--- src/rtl/multicycle_control_fsm.sv ---
// Multi-cycle MIPS controller: sequences a shared datapath and counts retired instructions.
// Optional MC_CTRL_ILLEGAL_TRAP_EN: unsupported opcodes park the FSM in TRAP and raise illegal_op.
module multicycle_control_fsm #(
    parameter int CNT_W = 32
) (
    input  logic             clk,
    input  logic             reset_n,
    input  logic [5:0]       op_code,
    input  logic             mem_ready,
    output logic             PCWrite,
    output logic             PCWriteCond,
    output logic             IorD,
    output logic             MemRead,
    output logic             MemWrite,
    output logic             IRWrite,
    output logic             MemtoReg,
    output logic             RegDst,
    output logic             RegWrite,
    output logic             JumpAndLink,
    output logic             ALUSrcA,
    output logic [1:0]       ALUSrcB,
    output logic [2:0]       ALUOp,
    output logic [1:0]       PCSource,
    output logic [3:0]       state,
    output logic             instr_done,
`ifdef MC_CTRL_ILLEGAL_TRAP_EN
    output logic             illegal_op,
`endif
    output logic [CNT_W-1:0] instr_count
);

    localparam logic [5:0] OP_RTYPE = 6'h00;
    localparam logic [5:0] OP_JAL   = 6'h03;
    localparam logic [5:0] OP_BEQ   = 6'h04;
    localparam logic [5:0] OP_ADDI  = 6'h08;
    localparam logic [5:0] OP_ANDI  = 6'h0C;
    localparam logic [5:0] OP_ORI   = 6'h0D;
    localparam logic [5:0] OP_LW    = 6'h23;
    localparam logic [5:0] OP_SW    = 6'h2B;

    typedef enum logic [3:0] {
        S_FETCH     = 4'd0,
        S_DECODE    = 4'd1,
        S_MEM_ADDR  = 4'd2,
        S_MEM_READ  = 4'd3,
        S_MEM_WB    = 4'd4,
        S_MEM_WRITE = 4'd5,
        S_R_EXEC    = 4'd6,
        S_R_WB      = 4'd7,
        S_BRANCH    = 4'd8,
        S_IMM_EXEC  = 4'd9,
        S_IMM_WB    = 4'd10,
`ifdef MC_CTRL_ILLEGAL_TRAP_EN
        S_JAL       = 4'd11,
        S_TRAP      = 4'd12
`else
        S_JAL       = 4'd11
`endif
    } state_t;

    state_t           state_q, state_d;
    logic [5:0]       op_q, op_d;
    logic [CNT_W-1:0] count_q, count_d;

    always_ff @(posedge clk) begin
        if (!reset_n) begin
            state_q <= S_FETCH;
            op_q    <= 6'h00;
            count_q <= '0;
        end else begin
            state_q <= state_d;
            op_q    <= op_d;
            count_q <= count_d;
        end
    end

    always_comb begin
        state_d     = state_q;
        op_d        = op_q;
        PCWrite     = 1'b0;
        PCWriteCond = 1'b0;
        IorD        = 1'b0;
        MemRead     = 1'b0;
        MemWrite    = 1'b0;
        IRWrite     = 1'b0;
        MemtoReg    = 1'b0;
        RegDst      = 1'b0;
        RegWrite    = 1'b0;
        JumpAndLink = 1'b0;
        ALUSrcA     = 1'b0;
        ALUSrcB     = 2'b00;
        ALUOp       = 3'b000;
        PCSource    = 2'b00;
        instr_done  = 1'b0;

        case (state_q)
            S_FETCH: begin
                MemRead = 1'b1;
                ALUSrcB = 2'b01;
                IRWrite = mem_ready;
                PCWrite = mem_ready;
                if (mem_ready) state_d = S_DECODE;
            end
            S_DECODE: begin
                ALUSrcB = 2'b11;
                op_d    = op_code;
                case (op_code)
                    OP_LW, OP_SW:             state_d = S_MEM_ADDR;
                    OP_RTYPE:                 state_d = S_R_EXEC;
                    OP_BEQ:                   state_d = S_BRANCH;
                    OP_ADDI, OP_ANDI, OP_ORI: state_d = S_IMM_EXEC;
                    OP_JAL:                   state_d = S_JAL;
`ifdef MC_CTRL_ILLEGAL_TRAP_EN
                    default:                  state_d = S_TRAP;
`else
                    // Unsupported opcode retires as a NOP straight out of decode.
                    default: begin
                        state_d    = S_FETCH;
                        instr_done = 1'b1;
                    end
`endif
                endcase
            end
            S_MEM_ADDR: begin
                ALUSrcA = 1'b1;
                ALUSrcB = 2'b10;
                state_d = (op_q == OP_LW) ? S_MEM_READ : S_MEM_WRITE;
            end
            S_MEM_READ: begin
                MemRead = 1'b1;
                IorD    = 1'b1;
                if (mem_ready) state_d = S_MEM_WB;
            end
            S_MEM_WB: begin
                RegWrite   = 1'b1;
                MemtoReg   = 1'b1;
                instr_done = 1'b1;
                state_d    = S_FETCH;
            end
            S_MEM_WRITE: begin
                MemWrite   = 1'b1;
                IorD       = 1'b1;
                instr_done = mem_ready;
                if (mem_ready) state_d = S_FETCH;
            end
            S_R_EXEC: begin
                ALUSrcA = 1'b1;
                ALUOp   = 3'b010;
                state_d = S_R_WB;
            end
            S_R_WB: begin
                RegWrite   = 1'b1;
                RegDst     = 1'b1;
                instr_done = 1'b1;
                state_d    = S_FETCH;
            end
            S_BRANCH: begin
                ALUSrcA     = 1'b1;
                ALUOp       = 3'b001;
                PCWriteCond = 1'b1;
                PCSource    = 2'b01;
                instr_done  = 1'b1;
                state_d     = S_FETCH;
            end
            S_IMM_EXEC: begin
                ALUSrcA = 1'b1;
                ALUSrcB = 2'b10;
                case (op_q)
                    OP_ANDI: ALUOp = 3'b011;
                    OP_ORI:  ALUOp = 3'b100;
                    default: ALUOp = 3'b000;
                endcase
                state_d = S_IMM_WB;
            end
            S_IMM_WB: begin
                RegWrite   = 1'b1;
                instr_done = 1'b1;
                state_d    = S_FETCH;
            end
            S_JAL: begin
                PCWrite     = 1'b1;
                PCSource    = 2'b10;
                JumpAndLink = 1'b1;
                RegWrite    = 1'b1;
                instr_done  = 1'b1;
                state_d     = S_FETCH;
            end
`ifdef MC_CTRL_ILLEGAL_TRAP_EN
            S_TRAP: state_d = S_TRAP;
`endif
            default: state_d = S_FETCH;
        endcase

        // Counter sees the unmasked pulse; reset clears it on the same edge anyway.
        count_d = count_q + {{(CNT_W-1){1'b0}}, instr_done};

        if (!reset_n) begin
            PCWrite     = 1'b0;
            PCWriteCond = 1'b0;
            IRWrite     = 1'b0;
            RegWrite    = 1'b0;
            MemWrite    = 1'b0;
            MemRead     = 1'b0;
            instr_done  = 1'b0;
        end
    end

    assign state       = state_q;
    assign instr_count = count_q;
`ifdef MC_CTRL_ILLEGAL_TRAP_EN
    assign illegal_op  = (state_q == S_TRAP);
`endif

endmodule
--- config.mk ---
export PLATFORM = sky130hd
export DESIGN_NAME = multicycle_control_fsm
export DESIGN_NICKNAME = d
export VERILOG_FILES = /design/src/rtl/multicycle_control_fsm.sv
export SDC_FILE = /design/constraint.sdc
export NUM_CORES = 1
export LEC_CHECK = 0
export BUFFER_PORTS_ARGS = -buffer_cell sky130_fd_sc_hd__buf_2
export CAP_MARGIN = 25
export CORE_MARGIN = 5
export CORE_UTILIZATION = 52
export DETAILED_ROUTE_END_ITERATION = 10
export PLACE_DENSITY_LB_ADDON = 0.12
export SLEW_MARGIN = 5
export SYNTH_ARGS = -nofsm -noshare
export SYNTH_HDL_FRONTEND = slang
export SYNTH_SLANG_ARGS = --single-unit
--- constraint.sdc ---
create_clock -name clk -period 3.55 [get_ports clk]
set_clock_uncertainty 0.05 [all_clocks]
set_input_delay 0.71 -clock clk [delete_from_list [all_inputs] [get_ports clk]]
set_output_delay 0.71 -clock clk [all_outputs]
set_load 0.01 [all_outputs]
**Word-level counts from Yosys, hierarchy flattened**

Cells that the tools add are included.

- Bits in registers: 42
- Input bits: 9
- Output and inout bits: 55
- Logic and storage cells: 70

- Add/subtract/negate cells: 1
- Equality and inequality tests: 24
- Multiplexer cells: 30
- Reduce and logical (&&, ||, !) cells: 12

Operators with widths:

| operator | number |
|---|---|
| $add A32 B1 Y32 | 1 |
| $eq A6 B4 Y1 const B | 5 |
| $pmux W4 S7 | 1 |
| $pmux W4 S5 | 1 |
| $eq A6 B6 Y1 const B | 3 |
| $mux W1 | 18 |
| $eq A4 B3 Y1 const B | 4 |
| $eq A4 B4 Y1 const B | 4 |
| $mux W4 | 3 |
| $pmux W3 S3 | 1 |
| $eq A4 B2 Y1 const B | 2 |
| $reduce_or A2 Y1 | 4 |
| $reduce_or A4 Y1 | 2 |
| $reduce_or A8 Y1 | 1 |
| $eq A6 B2 Y1 const B | 1 |
| $eq A6 B3 Y1 const B | 1 |
| $logic_not A6 Y1 | 1 |
| $ne A2 B2 Y1 const B | 3 |
| $pmux W2 S3 | 1 |
| $pmux W3 S2 | 1 |
| $reduce_or A5 Y1 | 1 |
| $eq A4 B1 Y1 const B | 1 |
| $logic_not A4 Y1 | 1 |
| $pmux W2 S2 | 1 |
| other kinds (5) | 5 |

**Logic depth before layout (Yosys ltp)**

Gate-level depths: netlist of the first run.

- Depth after elaboration: 5
- Depth in mapped cells: 12
- Gate-level depth less buffers: 9

**Least setup slack after synthesis of the first run**

No wires, ideal clock.

- Kind: in2reg
- From: input port op_code[0]
- To: register count_q[25], in the netlist instr_count[25]
- Arrival time: 2.612 ns
- Required time: 3.368 ns
- Path slack: 0.756 ns
- Cell stages on the path: 11
- Buffers on the path: 2
- Cell sequence: nor2b_1 -> nor2_1 -> o31a_1 -> o21ai_0 -> ha_1 -> and2_1 -> clkbuf_1 -> nand4_4 -> buf_2 -> o41ai_1 -> a21oi_1

- Longest elaborated chain between the ends: 5
- Elaborated cells on any way between the ends: 12
- Classes of those cells: add/sub (1); eq/ne (7); mux (2); reduce/logical (2)

Ends and longest elaborated chain:

| item | RTL line | source |
|---|---|---|
| start: declaration | 8 | `input logic [5:0] op_code,` |
| $eq A6 B2 Y1, or another cell as far along | 107 | `case (op_code)` |
| $reduce_or A8 Y1 (no line) (*) | - |  |
| $mux W1 (*) | 107 |  |
| $pmux W1 S3 (*) | 96 | `case (state_q)` |
| $add A32 B1 Y32 (*) | 195 | `count_d = count_q + {{(CNT_W-1){1'b0}}, instr_done};` |
| end signal: assignment | 73 | `count_q <= count_d;` |
| end: declaration | 63 | `logic [CNT_W-1:0] count_q, count_d;` |

Every way passes the cells marked *; elsewhere a longest branch is shown, timed or not.
A chain may end at the register's enable or synchronous reset.

**Final worst setup path of the first run**

- From: register state_q[2], in the netlist state[2]
- To: output port ALUOp[1]

- Longest elaborated chain between the ends: 2
- Elaborated cells on any way between the ends: 4
- Classes of those cells: eq/ne (3); mux (1)

Ends and longest elaborated chain:

| item | RTL line | source |
|---|---|---|
| start: declaration | 61 | `state_t state_q, state_d;` |
| start signal: assignment | 71 | `state_q <= state_d;` |
| $eq A4 B4 Y1 or $eq A4 B3 Y1 (tied branches) | 96 |  |
| $pmux W3 S3 (*) | 96 |  |
| end: declaration | 22 | `output logic [2:0] ALUOp,` |

Marks and branches as above.

==> out/results.ini, run 1 <==
[synth]
synth_top_area_share_pct = 36.0
synthTopCellsByArea = dfxtp_1 36%, nand2_1 5.1%, a21oi_1 4.9%
synth_most_common_cell = dfxtp_1
yosysTopAreaCell = dfxtp_1
ys_seq_area_share_pct = 36.0
ys_seq_elements = 42
synth_nets = 295
synth_area_per_cell_um2 = 8.23
netlist_instances = 284
yosysUniqueCellTypes = 51
synth-main-ff-cell = dfxtp_1
ys_async_sr_fraction_pct = 0
syn-cell-area_mm2 = 0.00234
synth_edf_count = 0
yosysWarnings = 0
ys_top_cells_by_count = 42 x dfxtp_1, 32 x nand2_1, 23 x a21oi_1

[setup_path]
required_ns = 2.79
cp_max_fo = 7
start_kind = register
r2r_setup_slack_ns = 0.78
r2r_cells = 10
rr_startpoint = state[1]$_SDFFE_PN0P_
arrival_ns = 2.17
crit_type = register to output port
reg2reg_to = instr_count[23]$_SDFF_PN0_
crit_path_end_kind = output port

[clock_network]
clock_sinks = 42
cts_max_level = 2
cts.repair.resized = 0
cts_tree = built
root_buffer = clkbuf_8
cts_hold_repair.buffers = 0
insertion_delay_ns = 0.29
post_cts_buffers = 0
numCtsBuffers = 5
cts-root-to-sink-buffers = 2
clk_pin_slew_ns = 0.08

[sta]
max_freq_ghz = 0.341
layout_min_cycle_time_ns = 2.93
hold_viol = 0
setup_ws_ns = 0.620
setup-tns-final_ns = 0
worstMarginPinSlew_ns = 0.470
drv_slew = 0
finalCritPeriodShare_pct = 82.5
rsz0062_at_grt = false
relSlewSlack_pct = 68.4
setup_viol = 0

[floorplan]
die_w_um = 77.0
fp-row-count = 24
coreArea_mm2 = 0.00435
die_h_um = 77.0
dieArea_mm2 = 0.00593
io_pins = 64
start_util_pct = 53.6

[cells_and_area]
fin_nets = 355
drive_above_1_share_pct = 24.6
area_growth_pct = 19.2
utilization_pct = 64.0
design_area_mm2 = 0.00279
diodes = 0

[grt]
grt_pass1_vias = 2112
grt_usage_pct = 19.3
grt_max_degree = 24
overflow = 0
grt_pass1_wl_um = 9740
grt_antenna_before_repair = 0

[pwr]
finalPower_mw = 0.943
switching_share_pct = 23.4
leakage_nw = 1.22
intPower_mw = 0.722
combinationalPowerShare_pct = 9.0
sequentialPowerShare_pct = 51.5
ir_drop_v = 0.000151
pwr-share-clk_pct = 39.5
p_sw_mw = 0.221
p_per_area_mw_per_mm2 = 339

[route]
ant_nets = 0
viasPerCell = 5.81
firstDrtPassIters = 4
totalWireLength_um = 5640
drc = 0
wl_per_cell_um = 14.2
drt_first_iter_violations = 87
vias = 2305

[place]
dpl-instance-area_mm2 = 0.00268
numPortBuffers = 63
hpwl_um = 4120
gp_congestion = 0.816
dp_slack_ns = 0.369

[run]
maxCapViolCount = 0

[run_status]
status = complete, no violations

[hold_path]
whs_endpoint = instr_count[31]$_SDFF_PN0_
hold_depth = 2
hp-class = register to register
hp-start = instr_count[31]$_SDFF_PN0_

## state kept, by name, indices dropped and copies added (netlist names)
signal       cells
instr_count     32
state            4
op_q             6
## area by class of cell
cell class                 instances  area [um^2]
clock buffer                       7         76.3
fill                             394         1570
multi-input combinational        221         1390
tap                               52         65.1
clock inverter                     1         30.0
timing repair buffer              69          360
sequential                        42          841
inverter                           5         18.8
## worst max-delay path, stage by stage, from the launching register on
cell      delay, ns
dfxtp_1        0.38
nand2b_1       0.30
nor4_1         0.37
or4b_1         0.56
o21ai_0        0.12
buf_2          0.16
## cell families after synthesis
| group | count (synthesis) | synth area share, % |
|---|---|---|
| muxes | 6 | 2.57 |
| AOI/OAI and AO/OA | 56 | 14.9 |
| buffers and inverters | 21 | 4.34 |
| DFF | 42 | 36.0 |
| adders and majority gates | 2 | 1.07 |
| and+or+nand+nor | 145 | 36.6 |
| xor gates and xnor gates | 12 | 4.50 |
## cell usage in the layout (no fill, tap or decap), drive strengths merged, types with 2 or more instances in the layout
master,netlist,layout
buf,5,69
dfxtp,42,42
nand2,32,32
a21oi,23,23
nor2,22,22
nand2b,15,15
nand3,15,15
o21ai,12,12
nand4,10,10
xor2,9,9
clkbuf,11,7
and4,7,7
mux2i,6,6
o31ai,6,6
or4,6,6
or3,6,6
inv,5,5
nor3,5,5
nor4,5,5
nor3b,4,4
and3,4,4
and2,4,4
nor2b,3,3
xnor2,3,3
o31a,2,2
o22ai,2,2
nor4b,2,2
nand3b,2,2
o41ai,2,2
ha,2,2
## power groups by stage
stage | Combinational, mW | Clock, mW | Sequential, mW
final | 0.0846 | 0.373 | 0.486
after global routing | 0.0947 | 0.404 | 0.487
after CTS | 0.0847 | 0.379 | 0.486
after detailed placement | 0.0841 | 0 | 0.497
after global placement | 0.0832 | 0 | 0.497
after floorplan | 0.0495 | 0 | 0.497
## how the worst max path moves through the flow
stage,depth (start not counted),endpoint,startpoint,slack [ns]
detailed placement,10,instr_count[21]$_SDFF_PN0_,op_code[0],0.37
floorplan,11,instr_count[25]$_SDFF_PN0_,op_code[0],0.76
finish,5,ALUOp[1],state[2]$_SDFFE_PN0P_,0.62
global route,10,instr_count[23]$_SDFF_PN0_,op_code[0],0.47
global placement,10,instr_count[23]$_SDFF_PN0_,op_code[0],0.47
CTS,5,ALUOp[1],state[2]$_SDFFE_PN0P_,0.61
## per-stage QoR
step	std cells	hold slack [ns]
3_3_place_gp	389	0.406
5_1_grt	397	0.453
4_1_cts	397	0.429
2_1_floorplan	284	0.394
3_5_place_dp	389	0.413
6_report	397	0.430
## metal layers
metal	vias up	track usage, %	part of all wire (%)
met2	70	28.7	43
met5	-	0	0
li1	1155	-	-
met4	0	4.64	0.57
met1	1078	27.9	49
met3	2	5.04	7.7
Power figures use the tool's default switching activity.
==> run 2, diff against run 1 <==
CORE_UTILIZATION = 47   (was 52)
clock period = 2.5 ns   (was 3.55 ns; I/O delays follow)
==> out/results.ini, run 2 (synthesized netlist as in run 1, its figures left out) <==
[clock_network]
cts_tree = built
root_buffer = clkbuf_8
numCtsBuffers = 5  ; unchanged
insertion_delay_ns = 0.29  ; about the same
cts_max_level = 2  ; unchanged
clk_pin_slew_ns = 0.08  ; about the same
post_cts_buffers = 0  ; unchanged
clock_sinks = 42  ; unchanged
cts-root-to-sink-buffers = 2  ; unchanged

[cells_and_area]
diodes = 0  ; unchanged
fin_nets = 373  ; +5.1%
fill_cells = 438  ; +11%
area_growth_pct = 27.6
utilization_pct = 62.3  ; -1.7 points
largest_register_ffs = 32  ; unchanged
final_common_cell = buf_2
final_cell_mix = 63 x buf_2, 40 x dfxtp_1, 32 x nand2_1
design_area_mm2 = 0.00298  ; +7.0%
drive_above_1_share_pct = 30.3  ; +5.7 points
fin_cells = 430  ; +8.3%

[pwr]
p_per_area_mw_per_mm2 = 459  ; +36%
leakage_nw = 1.31  ; +7.8%
ir_drop_v = 0.000333  ; +120%
finalPower_mw = 1.37  ; +45%

[sta]
drv_slew = 0  ; unchanged
layout_min_cycle_time_ns = 2.38
setup_ws_ns = 0.122  ; -0.498 ns
hold_viol = 0  ; unchanged
finalCritPeriodShare_pct = 95.1
relSlewSlack_pct = 68.8  ; +0.47 points
max_freq_ghz = 0.421
setup_viol = 0  ; unchanged
worstMarginPinSlew_ns = 0.466  ; -0.00408 ns
rsz0062_at_grt = false

[grt]
grt_pass1_vias = 2121  ; +0.43%
grt_max_degree = 31  ; +29%
grt_usage_pct = 18.8  ; -0.52 points
grt_antenna_before_repair = 0  ; unchanged
grt_pass1_wl_um = 9840  ; +1.1%
overflow = 0  ; unchanged

[setup_path]
arrival_ns = 1.83  ; -0.34 ns
required_ns = 1.95  ; -0.84 ns
crit_type = register to output port
crit_path_end_kind = output port
crit_buf_inv = 1  ; unchanged
slowest_delay_ns = 0.51  ; -0.05 ns
r2r_setup_slack_ns = 0.18  ; -0.60 ns
worst_path_max_delay_cell = or4b_4
r2r_cells = 10  ; unchanged
path_cells = nand2b_4, nor4_4, or4b_4, o21ai_0, buf_2
start_kind = register
cp_max_fo = 9  ; +2
rr_startpoint = state[2]$_SDFFE_PN0P_
cp_top_family = simple AND/OR/NAND/NOR gates
cp-startpoint = state[1]$_SDFFE_PN0P_
reg2reg_to = instr_count[17]$_SDFF_PN0_

[floorplan]
io_pins = 64  ; unchanged
dieArea_mm2 = 0.00648  ; +9.2%
coreArea_mm2 = 0.00479  ; +9.9%
die_w_um = 80.5  ; +4.5%
start_util_pct = 48.8  ; -4.8 points
fp-row-count = 25  ; +4.2%
die_h_um = 80.5  ; +4.5%

[hold_path]
hp-start = instr_count[31]$_SDFF_PN0_
hp-class = register to register
whs_endpoint = instr_count[31]$_SDFF_PN0_
hold_depth = 2  ; unchanged

[run_status]
status = complete, no violations

[place]
gp_congestion = 0.871  ; +6.7%
hpwl_um = 4260  ; +3.5%
dp.cells = 422  ; +8.5%
dpl-instance-area_mm2 = 0.00284  ; +6.0%
dp_slack_ns = -0.165  ; -0.533 ns
numPortBuffers = 63  ; unchanged

[route]
viasPerCell = 5.37  ; -7.5%
ant_nets = 0  ; unchanged
totalWireLength_um = 5750  ; +2.0%
drt_first_iter_violations = 101  ; +16%
firstDrtPassIters = 4  ; unchanged
drc = 0  ; unchanged
wl_per_cell_um = 13.4  ; -5.9%
vias = 2310  ; +0.22%

[run]
maxCapViolCount = 0  ; unchanged

[run 2: changes by cell type in the layout (fill, tap and decap cells not counted), sizes merged]
cell    change
inv         +1
clkbuf      -2
clkinv      +1
buf        +18
[run 2: routing by layer]
| layer | global-route usage [%] | wire length (um) | vias to the layer above | share of wire (%) |
|---|---|---|---|---|
| li1 | - | - | 1190 | - |
| met3 | 4.04 | 253 | 2 | 4.4 |
| met5 | 0 | 0 | - | 0 |
| met1 | 24.3 | 2660 | 1063 | 46 |
| met2 | 31.7 | 2810 | 55 | 49 |
| met4 | 4.73 | 29 | 0 | 0.50 |
[run 2: worst max-delay path by stage]
stage                                 end  slack, ns  depth (start not counted)
6_report                         ALUOp[1]       0.12                          5
5_1_grt        instr_count[15]$_SDFF_PN0_      0.008                         11
4_1_cts                          ALUOp[1]      0.004                          5
2_1_floorplan  instr_count[24]$_SDFF_PN0_      0.004                         11
3_5_place_dp   instr_count[17]$_SDFF_PN0_      -0.16                         11
3_3_place_gp   instr_count[23]$_SDFF_PN0_      -0.12                         10
[run 2: worst min-delay path: cells and delay by family (launching register included)]
family           cells  cell delay (ns)
multiplexers         1             0.06
AND/OR/NAND/NOR      1             0.06
flip-flops           1             0.33
[run 2: layout make-up]
class | count | area [um^2] | area share, %
clock inverters | 3 | 43.8 | 1.47
inverters | 5 | 18.8 | 0.630
clock buffers | 5 | 68.8 | 2.31
well taps | 67 | 83.8 | 2.81
flip-flops and latches | 42 | 843 | 28.3
repair buffers | 87 | 495 | 16.6
multi-input cells | 221 | 1430 | 47.9
[run 2: report_power, final]
part           leakage (nW)  switching, mW  internal, mW  total (mW)
sequential            0.340         0.0124         0.680       0.693
clock                0.0585          0.242         0.299       0.541
combinational         0.913         0.0770        0.0577       0.135
total                  1.31          0.331          1.04        1.37
[run 2: stage by stage]
| stage | hold slack, ns | setup TNS [ns] |
|---|---|---|
| final | 0.432 | 0 |
| after global routing | 0.438 | 0 |
| after CTS | 0.425 | 0 |
| after detailed placement | 0.414 | -1.77 |
| after global placement | 0.405 | -1.24 |
| after floorplan | 0.394 | 0 |
[run 2: repair_timing]
action	CTS	global route
gates cloned	0	0
endpoints found under the setup margin	2	14
hold buffers	0	0
pin swaps	0	1
resized for setup	2	6
==> run 3, diff against run 2 <==
RECOVER_POWER = 100   (was not set)
==> out/results.ini, run 3 (synthesized netlist as in run 1, its figures left out) <==
[run_status]
status = complete, no violations

[route]
totalWireLength_um = 5740  ; -0.23%
wl_per_cell_um = 13.3  ; -0.23%
viasPerCell = 5.37  ; about the same
firstDrtPassIters = 4  ; unchanged
ant_nets = 0  ; unchanged
drc = 0  ; unchanged
drt_first_iter_violations = 114  ; +13%
vias = 2311  ; +0.043%

[setup_path]
cp-startpoint = state[1]$_SDFFE_PN0P_
start_kind = register
path_cells = nand2b_4, nor4_4, or4b_4, o21ai_0, buf_2
crit_type = register to output port
cp_top_family = simple AND/OR/NAND/NOR gates
r2r_setup_slack_ns = 0.18  ; about the same
arrival_ns = 1.83  ; about the same
reg2reg_to = instr_count[17]$_SDFF_PN0_
required_ns = 1.95  ; about the same
cp.depth = 5  ; unchanged
slowest_delay_ns = 0.51  ; about the same
r2r_cells = 10  ; unchanged
crit_buf_inv = 1  ; unchanged
worst_path_max_delay_cell = or4b_4
cp_max_fo = 9  ; unchanged
crit_path_end_kind = output port
endpoint = ALUOp[1]
rr_startpoint = state[2]$_SDFFE_PN0P_

[floorplan]
die_w_um = 80.5  ; unchanged
die_h_um = 80.5  ; unchanged
coreArea_mm2 = 0.00479  ; unchanged
start_util_pct = 48.8  ; unchanged
dieArea_mm2 = 0.00648  ; unchanged
fp-row-count = 25  ; unchanged
io_pins = 64  ; unchanged

[pwr]
pwr-share-clk_pct = 39.7  ; +0.2 points
p_per_area_mw_per_mm2 = 469  ; +2.2%
sequentialPowerShare_pct = 50.8  ; +0.2 points
leakage_nw = 1.09  ; -17%
intPower_mw = 1.03  ; -0.54%
finalPower_mw = 1.36  ; -0.35%
ir_drop_v = 0.000334  ; about the same
switching_share_pct = 24.3  ; +0.14 points
p_sw_mw = 0.332  ; +0.24%
combinationalPowerShare_pct = 9.5  ; -0.3 points

[cells_and_area]
drive_above_1_share_pct = 15.4  ; -15 points
fin_cells = 430  ; unchanged
fin_nets = 373  ; unchanged
area_growth_pct = 24.4
final_common_cell = clkbuf_1
final_cell_mix = 52 x clkbuf_1, 40 x dfxtp_1, 32 x nand2_1
design_area_mm2 = 0.00291  ; -2.5%
diodes = 0  ; unchanged
largest_register_ffs = 32  ; unchanged

[place]
dpl-instance-area_mm2 = 0.00284  ; unchanged
numPortBuffers = 63  ; unchanged
dp.cells = 422  ; unchanged
gp_congestion = 0.871  ; unchanged
hpwl_um = 4260  ; unchanged
dp_slack_ns = -0.165  ; unchanged

[sta]
setup-tns-final_ns = 0  ; unchanged
finalCritPeriodShare_pct = 95.0  ; about the same
rsz0062_at_grt = false
worstMarginPinSlew_ns = 0.493  ; +0.0271 ns
relSlewSlack_pct = 67.1  ; -1.7 points
setup_ws_ns = 0.124  ; +0.00219 ns
hold_viol = 0  ; unchanged
layout_min_cycle_time_ns = 2.38  ; -0.00219 ns
max_freq_ghz = 0.421  ; about the same
drv_slew = 0  ; unchanged
setup_viol = 0  ; unchanged

[grt]
grt_antenna_before_repair = 0  ; unchanged
grt_max_degree = 31  ; unchanged
overflow = 0  ; unchanged
grt_pass1_vias = 2121  ; unchanged
grt_pass1_wl_um = 9840  ; unchanged
grt_usage_pct = 18.8  ; unchanged

[clock_network]
numCtsBuffers = 5  ; unchanged
post_cts_buffers = 0  ; unchanged
cts_hold_repair.buffers = 0  ; unchanged
root_buffer = clkbuf_8
cts_max_level = 2  ; unchanged
clk_pin_slew_ns = 0.08  ; about the same
insertion_delay_ns = 0.29  ; about the same
cts-root-to-sink-buffers = 2  ; unchanged
cts_tree = built
clock_sinks = 42  ; unchanged

[run]
maxCapViolCount = 0  ; unchanged

[hold_path]
hp-class = input port to register

-- run 3: cell count changes in the layout (fill, tap and decap cells not counted) --
| cell | previous run | this run |
|---|---|---|
| and4_2 | 2 | 0 |
| and2_0 | 0 | 1 |
| buf_2 | 63 | 14 |
| and2_1 | 3 | 2 |
| and4_1 | 4 | 6 |
| clkbuf_1 | 0 | 52 |
| buf_4 | 24 | 21 |
-- run 3: power by group through the flow --
stage | clock, mW | sequential [mW] | combinational (mW)
floorplan | 0 | 0.706 | 0.0714
global placement | 0 | 0.705 | 0.133
detailed placement | 0 | 0.705 | 0.132
CTS | 0.558 | 0.690 | 0.134
global route | 0.592 | 0.695 | 0.147
finish | 0.542 | 0.693 | 0.130
-- run 3: final cells by class --
type	count	area (um^2)
fill	464	1880
multi-input combinational	221	1420
sequential	42	843
timing repair buffer	87	423
tap	67	83.8
clock buffer	5	68.8
clock inverter	3	43.8
inverter	5	18.8
-- run 3: how the worst min path moves through the flow --
stage / start / to / slack, ns / cells after the start
3_3_place_gp: instr_count[31]$_SDFF_PN0_ / instr_count[31]$_SDFF_PN0_ / 0.40 / 2
2_1_floorplan: op_q[1]$_SDFFE_PN0P_ / op_q[1]$_SDFFE_PN0P_ / 0.39 / 2
3_5_place_dp: instr_count[31]$_SDFF_PN0_ / instr_count[31]$_SDFF_PN0_ / 0.41 / 2
4_1_cts: op_code[2] / op_q[2]$_SDFFE_PN0P_ / 0.43 / 3
5_1_grt: op_code[4] / op_q[4]$_SDFFE_PN0P_ / 0.44 / 3
6_report: op_code[2] / op_q[2]$_SDFFE_PN0P_ / 0.43 / 3
-- run 3: timing repair --
item	in CTS	in global routing
pin swaps	0	1
endpoints found under the setup margin	2	14
gates cloned	0	0
resized for setup	2	6
-- run 3: metrics by stage --
stage,util (%),hold slack (ns)
after floorplan,-,0.394
after global placement,59.3,0.405
after detailed placement,59.3,0.414
after CTS,61.9,0.425
after global routing,60.7,0.438
final,60.7,0.431
-- run 3: layer usage --
| metal | GRT usage (%) | part of all wire, % | vias to the layer above | wire (um) |
|---|---|---|---|---|
| met5 | 0 | 0 | - | 0 |
| li1 | - | - | 1190 | - |
| met3 | 4.04 | 5.0 | 4 | 287 |
| met4 | 4.73 | 0.68 | 0 | 39 |
| met1 | 24.3 | 45 | 1064 | 2610 |
| met2 | 31.7 | 49 | 53 | 2810 |
-- run 3: tightest hold or removal path: stages --
cell and delay (ns):
buf_2 0.12, nand2_1 0.06, a21oi_1 0.05
